### src/rtl/instr_issue_queue_if.sv
// ---------------------------------------------------------------------------
// instr_issue_queue_if
//   Handshake bundle around the instruction issue queue.
//   Write channel (host -> queue):
//     wr_valid, wr_func, wr_in1, wr_in2 : offered instruction
//     wr_ready                          : queue can take it
//   Issue channel (queue -> control FSM):
//     issue_valid, func, input1, input2 : issued instruction
//     issue_ready                       : control FSM accepts it
//     done                              : control FSM completion pulse
//   modport master : host / control-FSM side (the environment)
//   modport slave  : the issue queue itself
// ---------------------------------------------------------------------------
interface instr_issue_queue_if #(
    parameter int DATA_W = 16,
    parameter int FUNC_W = 4
);
    logic              wr_valid;
    logic              wr_ready;
    logic [FUNC_W-1:0] wr_func;
    logic [DATA_W-1:0] wr_in1;
    logic [DATA_W-1:0] wr_in2;

    logic              issue_valid;
    logic              issue_ready;
    logic [FUNC_W-1:0] func;
    logic [DATA_W-1:0] input1;
    logic [DATA_W-1:0] input2;
    logic              done;

    modport master (
        output wr_valid, wr_func, wr_in1, wr_in2, issue_ready, done,
        input  wr_ready, issue_valid, func, input1, input2
    );

    modport slave (
        input  wr_valid, wr_func, wr_in1, wr_in2, issue_ready, done,
        output wr_ready, issue_valid, func, input1, input2
    );
endinterface

### src/rtl/instr_issue_queue.sv
// ---------------------------------------------------------------------------
// instr_issue_queue
//   Buffers {func, input1, input2} instructions from a host and issues them
//   one at a time to the control FSM. An issued instruction is held stable
//   until accepted, after which the queue waits for the completion pulse
//   before issuing the next one (IDLE -> ISSUE -> WAIT -> IDLE).
//
// Ports
//   clk           : rising-edge clock
//   resetn        : asynchronous active-low reset
//   bus           : instr_issue_queue_if.slave (write + issue channels, done)
//   flush         : drop every queued, not-yet-issued entry this cycle
//   busy          : high while in ISSUE or WAIT
//   count         : entries currently held in the queue
//   issued_cnt    : completed-instruction count, wraps 255 -> 0
//   spurious_done : sticky, done seen outside WAIT
//   timeout_err   : sticky, WAIT exceeded TIMEOUT_CYCLES
//
// Configuration
//   ISSUE_TIMEOUT_EN : when defined, an 8-bit WAIT counter abandons an
//                      instruction whose done does not arrive within
//                      TIMEOUT_CYCLES cycles. Undefined: WAIT is unbounded
//                      and timeout_err is tied low.
// ---------------------------------------------------------------------------
module instr_issue_queue #(
    parameter int DATA_W         = 16,
    parameter int FUNC_W         = 4,
    parameter int DEPTH          = 4,
    parameter int TIMEOUT_CYCLES = 16
) (
    input  logic                     clk,
    input  logic                     resetn,
    instr_issue_queue_if.slave       bus,
    input  logic                     flush,
    output logic                     busy,
    output logic [$clog2(DEPTH):0]   count,
    output logic [7:0]               issued_cnt,
    output logic                     spurious_done,
    output logic                     timeout_err
);
    localparam int PTR_W = $clog2(DEPTH);
    localparam int CNT_W = PTR_W + 1;
    localparam logic [CNT_W-1:0] FULL_CNT = CNT_W'(DEPTH);

    generate
        if (DEPTH < 2 || (DEPTH & (DEPTH - 1)) != 0 ||
            TIMEOUT_CYCLES < 1 || TIMEOUT_CYCLES > 256) begin : g_param_check
            $error("instr_issue_queue: DEPTH must be a power of 2 >= 2, TIMEOUT_CYCLES in 1..256");
        end
    endgenerate

    typedef enum logic [1:0] {
        S_IDLE  = 2'd0,
        S_ISSUE = 2'd1,
        S_WAIT  = 2'd2
    } state_t;

    state_t            state;

    logic [FUNC_W-1:0] mem_func [DEPTH];
    logic [DATA_W-1:0] mem_in1  [DEPTH];
    logic [DATA_W-1:0] mem_in2  [DEPTH];
    logic [PTR_W-1:0]  wr_ptr;
    logic [PTR_W-1:0]  rd_ptr;
    logic [CNT_W-1:0]  count_next;

    logic              wr_ready_q;
    logic              issue_valid_q;
    logic [FUNC_W-1:0] func_q;
    logic [DATA_W-1:0] in1_q;
    logic [DATA_W-1:0] in2_q;

    logic              do_write;
    logic              do_pop;

`ifdef ISSUE_TIMEOUT_EN
    localparam logic [7:0] TO_LAST = 8'(TIMEOUT_CYCLES - 1);
    logic [7:0]        wait_cnt;
`endif

    assign bus.wr_ready    = wr_ready_q;
    assign bus.issue_valid = issue_valid_q;
    assign bus.func        = func_q;
    assign bus.input1      = in1_q;
    assign bus.input2      = in2_q;

    // A write coinciding with flush is dropped; popping only looks at the
    // registered count, so an entry written this cycle cannot be popped
    // before the next one.
    assign do_write = bus.wr_valid && wr_ready_q && !flush;
    assign do_pop   = (state == S_IDLE) && (count != '0) && !flush;

    always_comb begin
        count_next = count;
        if (flush) begin
            count_next = '0;
        end else begin
            case ({do_write, do_pop})
                2'b10:   count_next = count + CNT_W'(1);
                2'b01:   count_next = count - CNT_W'(1);
                default: count_next = count;
            endcase
        end
    end

    // Entry storage: data only, no reset needed.
    always_ff @(posedge clk) begin
        if (do_write) begin
            mem_func[wr_ptr] <= bus.wr_func;
            mem_in1[wr_ptr]  <= bus.wr_in1;
            mem_in2[wr_ptr]  <= bus.wr_in2;
        end
    end

    // Queue pointers and occupancy. wr_ready follows the next count so it
    // stays low for a full queue even in a cycle that also pops.
    always_ff @(posedge clk or negedge resetn) begin
        if (!resetn) begin
            wr_ptr     <= '0;
            rd_ptr     <= '0;
            count      <= '0;
            wr_ready_q <= 1'b1;
        end else begin
            count      <= count_next;
            wr_ready_q <= (count_next != FULL_CNT);
            if (flush) begin
                wr_ptr <= '0;
                rd_ptr <= '0;
            end else begin
                if (do_write) wr_ptr <= wr_ptr + PTR_W'(1);
                if (do_pop)   rd_ptr <= rd_ptr + PTR_W'(1);
            end
        end
    end

    // Issue sequencer with registered outputs.
    always_ff @(posedge clk or negedge resetn) begin
        if (!resetn) begin
            state         <= S_IDLE;
            issue_valid_q <= 1'b0;
            func_q        <= '0;
            in1_q         <= '0;
            in2_q         <= '0;
            busy          <= 1'b0;
            issued_cnt    <= '0;
            spurious_done <= 1'b0;
`ifdef ISSUE_TIMEOUT_EN
            timeout_err   <= 1'b0;
            wait_cnt      <= '0;
`endif
        end else begin
            if (bus.done && state != S_WAIT) spurious_done <= 1'b1;

            case (state)
                S_IDLE: begin
                    if (do_pop) begin
                        func_q        <= mem_func[rd_ptr];
                        in1_q         <= mem_in1[rd_ptr];
                        in2_q         <= mem_in2[rd_ptr];
                        issue_valid_q <= 1'b1;
                        busy          <= 1'b1;
                        state         <= S_ISSUE;
                    end
                end
                S_ISSUE: begin
                    if (bus.issue_ready) begin
                        issue_valid_q <= 1'b0;
                        state         <= S_WAIT;
`ifdef ISSUE_TIMEOUT_EN
                        wait_cnt      <= '0;
`endif
                    end
                end
                S_WAIT: begin
                    // done has priority over an expiring timeout.
                    if (bus.done) begin
                        issued_cnt <= issued_cnt + 8'd1;
                        busy       <= 1'b0;
                        state      <= S_IDLE;
                    end
`ifdef ISSUE_TIMEOUT_EN
                    else if (wait_cnt == TO_LAST) begin
                        timeout_err <= 1'b1;
                        busy        <= 1'b0;
                        state       <= S_IDLE;
                    end else begin
                        wait_cnt <= wait_cnt + 8'd1;
                    end
`endif
                end
                default: begin
                    issue_valid_q <= 1'b0;
                    busy          <= 1'b0;
                    state         <= S_IDLE;
                end
            endcase
        end
    end

`ifndef ISSUE_TIMEOUT_EN
    assign timeout_err = 1'b0;
`endif

endmodule
### src/flat_wrapper.sv
// flat-port wrapper written by rule: the top's interface ports become plain ports
module instr_issue_queue_flat 
#(
    parameter int DATA_W         = 16,
    parameter int FUNC_W         = 4,
    parameter int DEPTH          = 4,
    parameter int TIMEOUT_CYCLES = 16
)
  (clk, resetn, flush, busy, count, issued_cnt, spurious_done, timeout_err, bus_wr_valid, bus_wr_func, bus_wr_in1, bus_wr_in2, bus_issue_ready, bus_done, bus_wr_ready, bus_issue_valid, bus_func, bus_input1, bus_input2);
  instr_issue_queue_if #(.DATA_W(DATA_W), .FUNC_W(FUNC_W)) bus_i ();
  input  logic clk;
  input  logic resetn;
  input  logic flush;
  output logic busy;
  output logic [$clog2(DEPTH):0] count;
  output logic [7:0] issued_cnt;
  output logic spurious_done;
  output logic timeout_err;
  input wire logic [$bits(bus_i.wr_valid)-1:0] bus_wr_valid;
  input wire logic [$bits(bus_i.wr_func)-1:0] bus_wr_func;
  input wire logic [$bits(bus_i.wr_in1)-1:0] bus_wr_in1;
  input wire logic [$bits(bus_i.wr_in2)-1:0] bus_wr_in2;
  input wire logic [$bits(bus_i.issue_ready)-1:0] bus_issue_ready;
  input wire logic [$bits(bus_i.done)-1:0] bus_done;
  output wire logic [$bits(bus_i.wr_ready)-1:0] bus_wr_ready;
  output wire logic [$bits(bus_i.issue_valid)-1:0] bus_issue_valid;
  output wire logic [$bits(bus_i.func)-1:0] bus_func;
  output wire logic [$bits(bus_i.input1)-1:0] bus_input1;
  output wire logic [$bits(bus_i.input2)-1:0] bus_input2;
  assign bus_i.wr_valid = bus_wr_valid;
  assign bus_i.wr_func = bus_wr_func;
  assign bus_i.wr_in1 = bus_wr_in1;
  assign bus_i.wr_in2 = bus_wr_in2;
  assign bus_i.issue_ready = bus_issue_ready;
  assign bus_i.done = bus_done;
  assign bus_wr_ready = bus_i.wr_ready;
  assign bus_issue_valid = bus_i.issue_valid;
  assign bus_func = bus_i.func;
  assign bus_input1 = bus_i.input1;
  assign bus_input2 = bus_i.input2;
  instr_issue_queue #(.DATA_W(DATA_W), .FUNC_W(FUNC_W), .DEPTH(DEPTH), .TIMEOUT_CYCLES(TIMEOUT_CYCLES)) u_core (.clk(clk), .resetn(resetn), .bus(bus_i), .flush(flush), .busy(busy), .count(count), .issued_cnt(issued_cnt), .spurious_done(spurious_done), .timeout_err(timeout_err));
endmodule
### config.mk
export PLATFORM = sky130hd
export DESIGN_NAME = instr_issue_queue_flat
export DESIGN_NICKNAME = d
export VERILOG_FILES = /design/src/rtl/instr_issue_queue_if.sv /design/src/rtl/instr_issue_queue.sv /design/src/flat_wrapper.sv
export SDC_FILE = /design/constraint.sdc
export NUM_CORES = 1
export LEC_CHECK = 0
export CORE_UTILIZATION = 53
export CTS_CLUSTER_DIAMETER = 100
export CTS_CLUSTER_SIZE = 20
export DETAILED_ROUTE_END_ITERATION = 12
export PLACE_DENSITY = 0.84
export SLEW_MARGIN = 20
export SYNTH_ARGS = -nofsm -noshare
export SYNTH_HDL_FRONTEND = slang
export SYNTH_SLANG_ARGS = --single-unit
### constraint.sdc
create_clock -name clk -period 3.7 [get_ports clk]
set_input_delay 0.74 -clock clk [delete_from_list [all_inputs] [get_ports clk]]
set_output_delay 0.74 -clock clk [all_outputs]
set_load 0.01 [all_outputs]
==> metrics <==
via count 3,651; Period Utilization, post-route 0.7460; port bufs 92; CP required 4.09 ns; Initial Util 0.5495; largest net degree at the start of global routing 46; drt first-iter violations 188; routed wire length 13.49 mm; Primary FF master, synth edfxtp_1; die height 122.7 um; r2r startpoint u_core.count[0]; Final Hold Violating Endpoints 0; commonest non-fill, non-tap cell in the layout edfxtp_1; Die W 122.7 um; Residual DRC 0; cell area power density 696.5 nW/um2; Gate Count Post-Synth 363; switching power 0.001718 W; crit end category flop; Antenna Cells 0; routed len/inst 20.71 um; grt total ovfl 0; Yosys warnings 0; Sw Ratio 0.2652; nets 512; row cnt 43; worst slew pin tran 0.9770 ns; R2R setup slack 1.07 ns; CP arrival 3.15 ns; final worst slack 0.9399 ns; outcome finished, final reports clean; Tot GR Track Use 0.1864; Clock Sinks 201; CP startpoint kind input pin; Worst Setup SP flush; most frequent cells in the layout 144 x edfxtp_1, 91 x clkdlybuf4s50_1, 54 x dfrtp_1; RR Endpoint u_core.bus.wr_ready; maxcap violations 0; Cell variety after synth 37; Synth async-reset ratio 0.2836; Max clock buf depth 3; Flop pwr share 0.479; clock skew 0.01831 ns; Worst-path clk slew 0.08 ns; reg2reg path depth 8; Synth Register Bits 201; CTS root buf clkbuf_16; # hold bufs at CTS 0; Crit Path Category in -> reg; Internal 0.004758 W; H-tree depth 1; CTS resizes 0; leakage 3.387 nW; critical path fanouts, max 10; Post-Place Worst Slack 0.4436 ns; first-pass GRT wire length 20.95 mm; share of layout cells above drive strength 1 0.2314; Setup TNS 0 ns; fillers 901; Post-CTS Setup Inserts 0; Peak VDD IR 0.3082 mV; vias per cell 5.608; Final setup viols 0; fin crit period 2.760 ns; vias in the first global route 3,780; Mapped Avg Cell Area 21.26 um2; sequential area share after synthesis 0.7454; CTS tree yes; fmax 362.3 MHz; Syn Std Cell Area 7716 um2; IO Count 94; final slew viol count 0; number of synthesized flops with an enable pin 144; Skew-Pair Late Insertion Delay 0.46 ns; First-pass DRT Iterations 4; combinational cell fraction of total power 0.290; DP HPWL 8.296 mm; antenna-violating nets left 0; initial antenna violation count 0; RSZ-0062 raised after global routing no; Worst Hold Class in -> async; TritonCTS Buffers 14; Slew Limit Headroom 0.3486; die area 15,050 um2; P&R area growth vs syn 20.50%; Placer Congestion 0.7666; core area 14,040 um2; syn nets 412; Clk pwr share 0.231
[worst max-delay path, stage by stage]
cell	delay [ns]
clkdlybuf4s50_1	0.41
buf_4	0.17
nor2_1	0.23
inv_1	0.08
ha_1	0.24
fa_1	0.39
xnor2_1	0.15
or3_1	0.33
a2111o_1	0.41
[how the worst max path moves through the flow]
stage | end | slack, ns
after detailed placement | u_core.bus.wr_ready | 0.44
after floorplan | u_core.bus.wr_ready | 0.89
after CTS | u_core.bus.wr_ready | 0.92
final | u_core.bus.wr_ready | 0.94
after global placement | u_core.bus.wr_ready | 0.54
after global routing | u_core.bus.wr_ready | 0.80
[stage by stage]
stage	power, W	hold WS (ns)	instances	utilization	area, um2
after floorplan	0.004252	0.4444	363	-	7716
after global placement	0.004966	0.4445	627	0.6314	8866
after detailed placement	0.005040	0.4561	627	0.6316	8869
after CTS	0.006534	0.3230	651	0.6621	9298
after global routing	0.006761	0.3419	651	0.6621	9298
final	0.006476	0.2998	651	0.6621	9298
[power by group through the flow]
stage / logic, W / registers (W) / clock network, W
6_report: 0.00188 / 0.00310 / 0.00150
2_1_floorplan: 0.00116 / 0.00309 / 0
3_5_place_dp: 0.00188 / 0.00316 / 0
5_1_grt: 0.00200 / 0.00315 / 0.00160
3_3_place_gp: 0.00183 / 0.00313 / 0
4_1_cts: 0.00190 / 0.00311 / 0.00152
[routing by layer]
metal | routed length, um | GRT usage | up-vias
li1 | - | - | 1621
met1 | 5716 | 0.2575 | 1908
met2 | 6965 | 0.3107 | 103
met3 | 577 | 0.03346 | 19
met4 | 227 | 0.04345 | 0
met5 | 0 | 0 | -
[area by class of cell]
type,instances,area [um2],share of cell area
tap,180,225.2,0.02422
timing repair buffer,101,1036,0.1114
multi-input combinational,141,1838,0.1977
sequential,201,5754,0.6189
clock buffer,23,409.1,0.04400
inverter,4,15.01,0.001615
clock inverter,1,20.02,0.002153
[synthesized netlist by cell type (all sizes together), types with 4 or more instances]
library cell    n  area share
mux2           38       0.073
ha              6      0.0097
xnor2           5      0.0057
clkbuf          5      0.0024
dfrtp          56        0.18
nand3           4      0.0026
o21ai           4      0.0026
inv             4      0.0019
and2            4      0.0032
nand2           9      0.0044
nor2            7      0.0034
mux4           36        0.11
edfxtp        144        0.56
buf            12       0.013
xor2            5      0.0057
[cell families after synthesis]
group           Yosys count  synth area share
mux                      75            0.1793
simple gates             38           0.02595
compound gates           10          0.007946
xor+xnor                 10           0.01135
buf+inv                  21           0.01719
fa+ha+maj                 7           0.01232
other cells               1         0.0004860
flops                   201            0.7454
[state kept, by name (all words and copies together) (netlist names)]
signal                  count
u_core.bus.func             4
u_core.bus.input1          16
u_core.bus.input2          16
u_core.bus.issue_valid      1
u_core.bus.wr_ready         1
u_core.busy                 1
u_core.count                3
u_core.issued_cnt           8
u_core.mem_func            16
u_core.mem_in1             64
u_core.mem_in2             64
u_core.rd_ptr               2
u_core.spurious_done        1
u_core.state                2
u_core.wr_ptr               2
Power figures use the tool's default switching activity.
